===== config.mk =====
export PLATFORM = sky130hd
export DESIGN_NAME = sap_control_unit
export DESIGN_NICKNAME = d
export VERILOG_FILES = /design/src/rtl/sap_control_unit.sv
export SDC_FILE = /design/constraint.sdc
export NUM_CORES = 1
export LEC_CHECK = 0
export CAP_MARGIN = 10
export CORE_AREA = 3 3 40 42
export CTS_CLUSTER_SIZE = 25
export DETAILED_ROUTE_END_ITERATION = 10
export DIE_AREA = 0 0 43 45
export DONT_BUFFER_PORTS = 1
export SYNTH_ARGS = -nofsm -noshare
export SYNTH_HDL_FRONTEND = slang
export SYNTH_SLANG_ARGS = --single-unit

===== constraint.sdc =====
create_clock -name clk -period 3.5 [get_ports clk]
set_input_delay 0.35 -clock clk [delete_from_list [all_inputs] [get_ports clk]]
set_output_delay 0.35 -clock clk [all_outputs]
set_load 0.02 [all_outputs]

===== src/rtl/sap_control_unit.sv =====
// sap_control_unit -- microcoded control sequencer for the 16-bit SAP datapath.
//
// Steps every instruction through IDLE -> F0 -> F1 -> DEC [-> EX1 -> EX2] and
// emits one control word per clock as a combinational decode of the current
// state, the opcode in ir[15:12] and the latched flags. The ALU zero/overflow
// flags are captured into flags_q only by ALU instructions; JZ/JO test flags_q.
//
// Ports
//   clk, rst_n      rising-edge clock, asynchronous active-low reset
//   run             1 = execute, 0 = stop at the next instruction boundary
//   ir[15:0]        instruction register: [15:12] opcode, [11:0] operand
//   alu_flag[1:0]   live ALU flags: [0] zero, [1] overflow
//   pc_out_en, pc_inc, pc_load             program counter controls
//   mar_load, ram_rd, ram_wr               memory address/data controls
//   ir_load, ir_out_en                     instruction register controls
//   a_load, a_out_en, b_load, alu_out_en   accumulator / B / ALU controls
//   alu_op[3:0]     ALU operation, held for DEC..EX2 of ALU instructions
//   flags_q[1:0]    latched flags: [0] Z, [1] V
//   halted          1 while in HALT (left only through rst_n)

`ifndef ADD_OP
`define ADD_OP 4'd1
`define SUB_OP 4'd2
`define INC_OP 4'd3
`define DEC_OP 4'd4
`define AND_OP 4'd5
`define OR_OP  4'd6
`define XOR_OP 4'd7
`define NOT_OP 4'd8
`endif

module sap_control_unit #(
  parameter int OPC_W   = 4,
  parameter int ALUOP_W = 4
) (
  input  logic               clk,
  input  logic               rst_n,
  input  logic               run,
  input  logic [15:0]        ir,
  input  logic [1:0]         alu_flag,
  output logic               pc_out_en,
  output logic               pc_inc,
  output logic               pc_load,
  output logic               mar_load,
  output logic               ram_rd,
  output logic               ram_wr,
  output logic               ir_load,
  output logic               ir_out_en,
  output logic               a_load,
  output logic               a_out_en,
  output logic               b_load,
  output logic               alu_out_en,
  output logic [ALUOP_W-1:0] alu_op,
  output logic [1:0]         flags_q,
  output logic               halted
);

  typedef enum logic [2:0] {
    S_IDLE, S_F0, S_F1, S_DEC, S_EX1, S_EX2, S_HALT
  } state_t;

  localparam logic [OPC_W-1:0] OP_NOP = 'h0, OP_LDA = 'h1, OP_ADD = 'h2,
                               OP_SUB = 'h3, OP_STA = 'h4, OP_LDI = 'h5,
                               OP_JMP = 'h6, OP_JZ  = 'h7, OP_JO  = 'h8,
                               OP_INC = 'h9, OP_DEC = 'hA, OP_AND = 'hB,
                               OP_OR  = 'hC, OP_XOR = 'hD, OP_NOT = 'hE,
                               OP_HLT = 'hF;

  state_t           state, state_nxt;
  logic             flag_load;
  logic [OPC_W-1:0] opc;

  // The operand field is consumed by the datapath, not by the sequencer.
  logic unused_operand;
  assign unused_operand = ^ir[15-OPC_W:0];

  assign opc = ir[15 -: OPC_W];

  // ALU code for an opcode; 0 for everything that does not use the ALU.
  function automatic logic [ALUOP_W-1:0] alu_code(input logic [OPC_W-1:0] op);
    case (op)
      OP_ADD:  alu_code = ALUOP_W'(`ADD_OP);
      OP_SUB:  alu_code = ALUOP_W'(`SUB_OP);
      OP_INC:  alu_code = ALUOP_W'(`INC_OP);
      OP_DEC:  alu_code = ALUOP_W'(`DEC_OP);
      OP_AND:  alu_code = ALUOP_W'(`AND_OP);
      OP_OR:   alu_code = ALUOP_W'(`OR_OP);
      OP_XOR:  alu_code = ALUOP_W'(`XOR_OP);
      OP_NOT:  alu_code = ALUOP_W'(`NOT_OP);
      default: alu_code = '0;
    endcase
  endfunction

  // NOTE: sequential state uses non-blocking assignments so every register
  // samples the values from before the edge, independent of process order.
  always_ff @(posedge clk or negedge rst_n) begin
    if (!rst_n) begin
      state   <= S_IDLE;
      flags_q <= 2'b00;
    end else begin
      state <= state_nxt;
      if (flag_load) flags_q <= alu_flag;
    end
  end

  // NOTE: every output of this block is given a default before the case so
  // that no path leaves a signal unassigned, which would infer a latch.
  always_comb begin
    state_nxt  = state;
    flag_load  = 1'b0;
    pc_out_en  = 1'b0;
    pc_inc     = 1'b0;
    pc_load    = 1'b0;
    mar_load   = 1'b0;
    ram_rd     = 1'b0;
    ram_wr     = 1'b0;
    ir_load    = 1'b0;
    ir_out_en  = 1'b0;
    a_load     = 1'b0;
    a_out_en   = 1'b0;
    b_load     = 1'b0;
    alu_out_en = 1'b0;
    alu_op     = '0;
    halted     = 1'b0;

    case (state)
      S_IDLE: if (run) state_nxt = S_F0;

      S_F0: begin
        pc_out_en = 1'b1;
        mar_load  = 1'b1;
        state_nxt = S_F1;
      end

      S_F1: begin
        ram_rd    = 1'b1;
        ir_load   = 1'b1;
        pc_inc    = 1'b1;
        state_nxt = S_DEC;
      end

      S_DEC: begin
        alu_op    = alu_code(opc);
        state_nxt = run ? S_F0 : S_IDLE;  // instruction boundary by default
        case (opc)
          OP_LDA, OP_ADD, OP_SUB, OP_AND, OP_OR, OP_XOR, OP_STA: begin
            ir_out_en = 1'b1;
            mar_load  = 1'b1;
            state_nxt = S_EX1;
          end
          OP_LDI: begin
            ir_out_en = 1'b1;
            a_load    = 1'b1;
          end
          OP_JMP: begin
            ir_out_en = 1'b1;
            pc_load   = 1'b1;
          end
          OP_JZ, OP_JO: begin
            // Taken only on the latched flag, never the live ALU output.
            if ((opc == OP_JZ) ? flags_q[0] : flags_q[1]) begin
              ir_out_en = 1'b1;
              pc_load   = 1'b1;
            end
          end
          OP_INC, OP_DEC, OP_NOT: begin
            alu_out_en = 1'b1;
            a_load     = 1'b1;
            flag_load  = 1'b1;
          end
          OP_HLT:  state_nxt = S_HALT;
          default: ;  // NOP
        endcase
      end

      S_EX1: begin
        alu_op = alu_code(opc);
        case (opc)
          OP_LDA: begin
            ram_rd    = 1'b1;
            a_load    = 1'b1;
            state_nxt = run ? S_F0 : S_IDLE;
          end
          OP_STA: begin
            a_out_en  = 1'b1;
            ram_wr    = 1'b1;
            state_nxt = run ? S_F0 : S_IDLE;
          end
          default: begin
            ram_rd    = 1'b1;
            b_load    = 1'b1;
            state_nxt = S_EX2;
          end
        endcase
      end

      S_EX2: begin
        alu_op     = alu_code(opc);
        alu_out_en = 1'b1;
        a_load     = 1'b1;
        flag_load  = 1'b1;
        state_nxt  = run ? S_F0 : S_IDLE;
      end

      S_HALT: halted = 1'b1;

      default: state_nxt = S_IDLE;
    endcase
  end

endmodule


==> results.py, run 1 <==
metrics = {
    "outcome": {
        "status": "complete, no violations",
    },
    "job": {
        "timing.max_cap.violations": 0,
    },
    "timing": {
        "layout_worst_path_cycle_share_pct": 66.5,
        "finalMaxSlewViolations": 0,
        "setup_violations": 0,
        "setup-tns-final_ps": 0,
        "worst_pin_slew_ps": 738,
        "timing.max_slew.rel_slack_pct": 50.7,
        "timing.clock.skew_ps": 2.51,
        "grt_setup_unrepaired": "no",
        "holdWs_ps": 265,
        "finalHoldViolations": 0,
        "maximum_clock_frequency_ghz": 0.430,
        "layout_min_cycle_time_ps": 2330,
    },
    "yosys": {
        "synth_warnings": 0,
        "synth.most_common_cell": "nor2_1",
        "synth_edf_count": 0,
        "synth_seq_cells": 5,
        "netlist-cell-type-count": 29,
        "synth-seq-area-share_pct": 22.5,
        "ys_dominant_reg_cell": "dfrtp_1",
        "yosys.area.top_type_share_pct": 22.5,
        "postSynthNetCount": 103,
        "synth_area_per_cell_sq_um": 6.79,
        "synth_top_cells_by_count": "nor2_1, nand2_1, dfrtp_1, nor3_1, o21ai_0",
        "ys_async_sr_fraction_pct": 100,
        "synth_top_cells_by_area": "dfrtp_1, nor2_1, nand2_1",
        "postSynthCellCount": 82,
        "post_synth_instance_area_sq_um": 557,
        "yosys.area.top_type": "dfrtp_1",
    },
    "critical_path": {
        "reg2regPathDepth": 4,
        "worst_path_dominant_cell_family": "compound AO/OA/AOI/OAI gates",
        "timing.critical_path.from_type": "flip-flop",
        "setup.worst_path.end_class": "primary output",
        "startpoint_of_the_worst_register_to_register_path": "state[0]$_DFFE_PN0P_",
        "cp_slowest_stage_delay_ps": 550,
        "crit_slowest_cell": "dfrtp_1",
        "worstPathCellList": "and3b_1 > nand2_1 > o21ai_1 > a31o_2",
        "critPathMaxFanout": 12,
        "cp.buffers_inverters": 0,
        "crit_type": "flip-flop to primary output",
        "r2r_setup_slack_ps": 1520,
        "worstPathArrival_ps": 1980,
        "reg2reg_to": "flags_q[1]$_DFFE_PN0P_",
        "worst-endpoint-required_ps": 3150,
    },
    "floorplanning": {
        "dieWidth_um": 43,
        "vert_die_dim_um": 45,
        "design.die.area_sq_mm": 0.00194,
        "design.portCount": 40,
        "row_count": 13,
        "design.core.area_sq_mm": 0.00128,
        "floorplan.initialDensity_pct": 43.3,
    },
    "global_routing": {
        "initial_antenna_violation_count": 0,
        "pin_count_of_the_biggest_net_entering_global_routing": 16,
        "grt_first_pass_wirelength_um": 2110,
        "number_of_global_route_vias_before_repair": 488,
        "globalRoute.totalOverflow": 0,
        "global_route.usage.total_pct": 14.9,
    },
    "power": {
        "pwr-share-clk_pct": 13.2,
        "swShare_pct": 55.1,
        "sequential_share_of_power_pct": 30.1,
        "cellInternalPower_uw": 221,
        "ir_worst_vdd_uv": 427,
        "comb_power_share_pct": 56.7,
        "p_per_area_mw_per_mm2": 840,
        "total_leakage_power_uw": 0.000241,
        "power.net_switching_uw": 271,
    },
    "min_path": {
        "hold-path-endpoint": "flags_q[0]$_DFFE_PN0P_",
        "worstHoldStart": "alu_flag[0]",
        "hold_path_depth": 1,
        "hp-class": "input port to flip-flop",
    },
    "clock_network": {
        "hold_fix_buffers_cts": 1,
        "buffer_type_at_the_clock_tree_root": "clkbuf_4",
        "clkSinkCount": 5,
        "cts_tree": "built",
        "num_cts_buffers": 3,
        "worst_skew_pair.late_latency_ps": 240,
        "cts_post_setup_buffers_inserted": 0,
        "cts_buffer_depth": 2,
        "postCtsResizedCells": 0,
        "depth_of_the_cts_h_tree": 1,
        "clkTransAtPathRegs_ps": 40,
    },
    "final_layout": {
        "antennaDiodeCount": 0,
        "nNetsFinal": 104,
        "layout-drive-gt1-share_pct": 9.76,
        "syn_to_final_growth_pct": 5.39,
    },
    "routing": {
        "antenna_left": 0,
        "via_count": 564,
        "detailedRoute.firstIterationViolations": 17,
        "routed_wirelength_um": 1490,
        "route.detailed.vias_per_inst": 5.81,
        "detail_route.drc_violations": 0,
        "detailedRoute.firstPassIterationCount": 4,
        "drt-wirelength-per-cell_um": 15.3,
    },
    "placed_design": {
        "gpl.final_weighted_congestion": 0.753,
        "io_buffers": 0,
        "detailedPlacementHpwl_um": 1070,
    },
}
==> worst max path at each step <==
stage / depth (start not counted) / from / slack, ps / endpoint
floorplan: 4 / ir[13] / 1660 / ram_wr
global placement: 4 / state[0]$_DFFE_PN0P_ / 1460 / a_load
detailed placement: 4 / state[0]$_DFFE_PN0P_ / 1440 / a_load
CTS: 4 / state[0]$_DFFE_PN0P_ / 1180 / a_load
global route: 4 / state[0]$_DFFE_PN0P_ / 1110 / a_load
finish: 4 / state[0]$_DFFE_PN0P_ / 1170 / a_load
==> flip-flops by register name, indices dropped and copies added, names as in the netlist <==
signal	cells
state	3
flags_q	2
==> final cells by class <==
cell class,count,area [sq um]
Fill cell,141,698
Inverter,4,15.0
Tap cell,15,18.8
Sequential cell,5,125
Multi-Input combinational cell,66,377
Timing Repair Buffer,3,25.0
Clock buffer,4,26.3
==> through the flow <==
stage	utilization, %	instances	setup slack, ps	instance area [sq um]	power, uW
after floorplan	-	82	1660	557	388
after global placement	42.8	92	1460	551	421
after detailed placement	42.8	92	1440	551	425
after CTS	45.7	97	1180	587	495
after global routing	45.7	97	1110	587	531
final	45.7	97	1170	587	493
==> power by group through the flow <==
stage | sequential [uW] | combinational (uW) | clock (uW)
finish | 148 | 279 | 64.9
global route | 151 | 306 | 73.7
CTS | 147 | 280 | 67.9
detailed placement | 148 | 277 | 0
global placement | 147 | 274 | 0
floorplan | 126 | 262 | 0
==> per-layer routing <==
| layer | GRT usage (%) | part of all wire (%) | up-vias |
|---|---|---|---|
| met5 | 0 | 0 | - |
| li1 | - | - | 288 |
| met1 | 18.7 | 47 | 257 |
| met2 | 23.1 | 46 | 19 |
| met3 | 5.18 | 7.1 | 0 |
| met4 | 7.23 | 0 | 0 |
==> cell families after synthesis <==
group | synth area share (%)
flops | 22.5
buf+inv | 9.89
simple gates | 37.1
compound gates | 21.6
mux | 5.84
xor+xnor | 3.15
==> placed cells by master, fill, tap and decap left out, types with 3 or more instances in the layout <==
master    count
nor2_1       14
a31oi_1       3
nand2_1       9
nor2b_1       4
o21ai_0       5
clkbuf_4      3
a21oi_1       4
nand2b_1      3
dfrtp_1       5
nor3_1        5
inv_1         4
Power figures use the tool's default switching activity.
==> run 2: changes to the inputs <==
==> constraint.sdc (replaced) <==
create_clock -name clk -period 1.89 [get_ports clk]
set_input_delay 0.189 -clock clk [delete_from_list [all_inputs] [get_ports clk]]
set_output_delay 0.189 -clock clk [all_outputs]
set_load 0.02 [all_outputs]
==> results.py, run 2 (synthesis gave the netlist of run 1 again) <==
metrics = {
    "power": {
        "ir_worst_vdd_uv": 738,
        "cellInternalPower_uw": 444,
        "p_per_area_mw_per_mm2": 1520,
        "pwr-share-clk_pct": 12.6,
        "comb_power_share_pct": 61.5,
        "swShare_pct": 53.1,
        "total_leakage_power_uw": 0.000267,
        "sequential_share_of_power_pct": 25.9,
        "power.total_uw": 946,
        "power.net_switching_uw": 502,
    },
    "critical_path": {
        "timing.critical_path.from_type": "flip-flop",
        "crit_type": "flip-flop to primary output",
        "worstPathArrival_ps": 1610,
        "crit_slowest_cell": "dfrtp_1",
        "critPathMaxFanout": 7,
        "worstPathCellList": "and3b_1 > nand2_1 > o21ai_1 > a31o_2",
        "worst-endpoint-required_ps": 1700,
        "cp_slowest_stage_delay_ps": 430,
        "setup.worst_path.end_class": "primary output",
    },
    "routing": {
        "routed_wirelength_um": 1390,
        "met3_length_um": 116,
        "via_count": 575,
        "route.detailed.vias_per_inst": 5.64,
        "wl_met2_um": 634,
        "detail_route.drc_violations": 0,
        "detailedRoute.firstIterationViolations": 5,
        "antenna_left": 0,
        "detailedRoute.firstPassIterationCount": 4,
        "wirelength_met1_um": 637,
        "drt-wirelength-per-cell_um": 13.6,
        "maxUsedRoutingLayer": "met3",
    },
    "floorplanning": {
        "design.portCount": 40,
        "vert_die_dim_um": 45,
        "design.die.area_sq_mm": 0.00194,
        "dieWidth_um": 43,
        "floorplan.initialDensity_pct": 43.3,
        "row_count": 13,
        "design.core.area_sq_mm": 0.00128,
    },
    "final_layout": {
        "layout.cells.most_common_list": "nor2_1, nand2_1, buf_4",
        "layout-drive-gt1-share_pct": 14.9,
        "registers.top_by_ff_count": "state",
        "nNetsFinal": 109,
        "antennaDiodeCount": 0,
        "fill_cells": 142,
        "syn_to_final_growth_pct": 12.1,
        "max_ffs_per_register": 3,
        "layout_commonest_cell": "nor2_1",
        "top_regs": "state (3), flags_q (2)",
    },
    "global_routing": {
        "grt_first_pass_wirelength_um": 2080,
        "initial_antenna_violation_count": 0,
        "global_route.usage.total_pct": 14.3,
        "globalRoute.totalOverflow": 0,
        "pin_count_of_the_biggest_net_entering_global_routing": 16,
        "number_of_global_route_vias_before_repair": 504,
    },
    "min_path": {
        "hp-class": "input port to flip-flop",
    },
    "timing": {
        "worst_pin_slew_ps": 484,
        "layout_worst_path_cycle_share_pct": 95.1,
        "timing.max_slew.rel_slack_pct": 67.9,
        "setup_violations": 0,
        "maximum_clock_frequency_ghz": 0.556,
        "setup_ws_final_ps": 92.7,
        "finalHoldViolations": 0,
        "finalMaxSlewViolations": 0,
        "layout_min_cycle_time_ps": 1800,
        "setup-tns-final_ps": 0,
        "timing.clock.skew_ps": 0.791,
        "holdWs_ps": 101,
        "grt_setup_unrepaired": "no",
    },
    "clock_network": {
        "clkSinkCount": 5,
        "cts_buffer_depth": 2,
        "worst_skew_pair.late_latency_ps": 240,
        "cts_tree": "built",
        "buffer_type_at_the_clock_tree_root": "clkbuf_4",
        "num_cts_buffers": 3,
        "depth_of_the_cts_h_tree": 1,
        "postCtsResizedCells": 0,
        "hold_fix_buffers_cts": 1,
        "clkTransAtPathRegs_ps": 40,
        "cts_post_setup_buffers_inserted": 0,
    },
    "job": {
        "timing.max_cap.violations": 0,
    },
    "placed_design": {
        "pre_cts_ws_ps": 276,
        "detailedPlacementHpwl_um": 1050,
        "io_buffers": 0,
        "gpl.final_weighted_congestion": 0.806,
    },
    "outcome": {
        "status": "complete, no violations",
    },
}
run 2: changes by cell type in the layout (fill, tap and decap cells not counted), sizes merged:
cell  delta
buf      +5
run 2: metrics by stage:
stage | cell area [sq um] | instances | util [%]
after detailed placement | 588 | 97 | 45.8
after CTS | 624 | 102 | 48.6
after floorplan | 557 | 82 | -
final | 624 | 102 | 48.6
after global routing | 624 | 102 | 48.6
after global placement | 588 | 97 | 45.8
run 2: per-layer routing:
metal  up-vias  GRT usage (%)
met5         -              0
met4         0           7.23
met3         0           5.98
met2        21           20.7
met1       259           18.5
li1        295              -
run 2: worst paths after layout:
kind / slack [ps] / cells after the start / start / endpoint
max in group asynchronous: 1480 / 1 / rst_n / state[1]$_DFFE_PN0P_
min in group asynchronous: 230 / 1 / rst_n / flags_q[1]$_DFFE_PN0P_
setup reg to reg: 260 / 4 / state[2]$_DFFE_PN0P_ / flags_q[1]$_DFFE_PN0P_
setup / recovery: 90 / 4 / state[2]$_DFFE_PN0P_ / a_load
hold reg to reg: 640 / 2 / state[0]$_DFFE_PN0P_ / state[1]$_DFFE_PN0P_
hold / removal: 100 / 1 / alu_flag[0] / flags_q[0]$_DFFE_PN0P_
run 2: final cells by class:
| type | count | area, sq um | share of cell area, % |
|---|---|---|---|
| clock buffer | 4 | 26.3 | 4.21 |
| inverter | 4 | 15.0 | 2.40 |
| multi-input combinational | 66 | 377 | 60.3 |
| sequential | 5 | 125 | 20.0 |
| tap | 15 | 18.8 | 3.01 |
| timing repair buffer | 8 | 62.6 | 10.0 |
run 2: power by group through the flow:
stage          combinational [uW]  clock [uW]  sequential (uW)
3_5_place_dp                  580           0              246
3_3_place_gp                  576           0              244
4_1_cts                       585         125              245
6_report                      582         120              245
2_1_floorplan                 485           0              234
5_1_grt                       636         135              256
run 2: worst max-delay path: cells and delay by family, from the launching register on:
family	cells	cell delay (ps)
flops	1	430
compound gates	2	560
simple gates	2	380
==> run 3: changes to the inputs <==
--- a/config.mk
+++ b/config.mk
@@ -11,6 +11,7 @@
 export DETAILED_ROUTE_END_ITERATION = 10
 export DIE_AREA = 0 0 43 45
 export DONT_BUFFER_PORTS = 1
+export GPL_TIMING_DRIVEN = 1
 export SYNTH_ARGS = -nofsm -noshare
 export SYNTH_HDL_FRONTEND = slang
 export SYNTH_SLANG_ARGS = --single-unit
==> results of run 3 <==
Same layout as run 2: the final DEF is identical, and so are final timing and power.
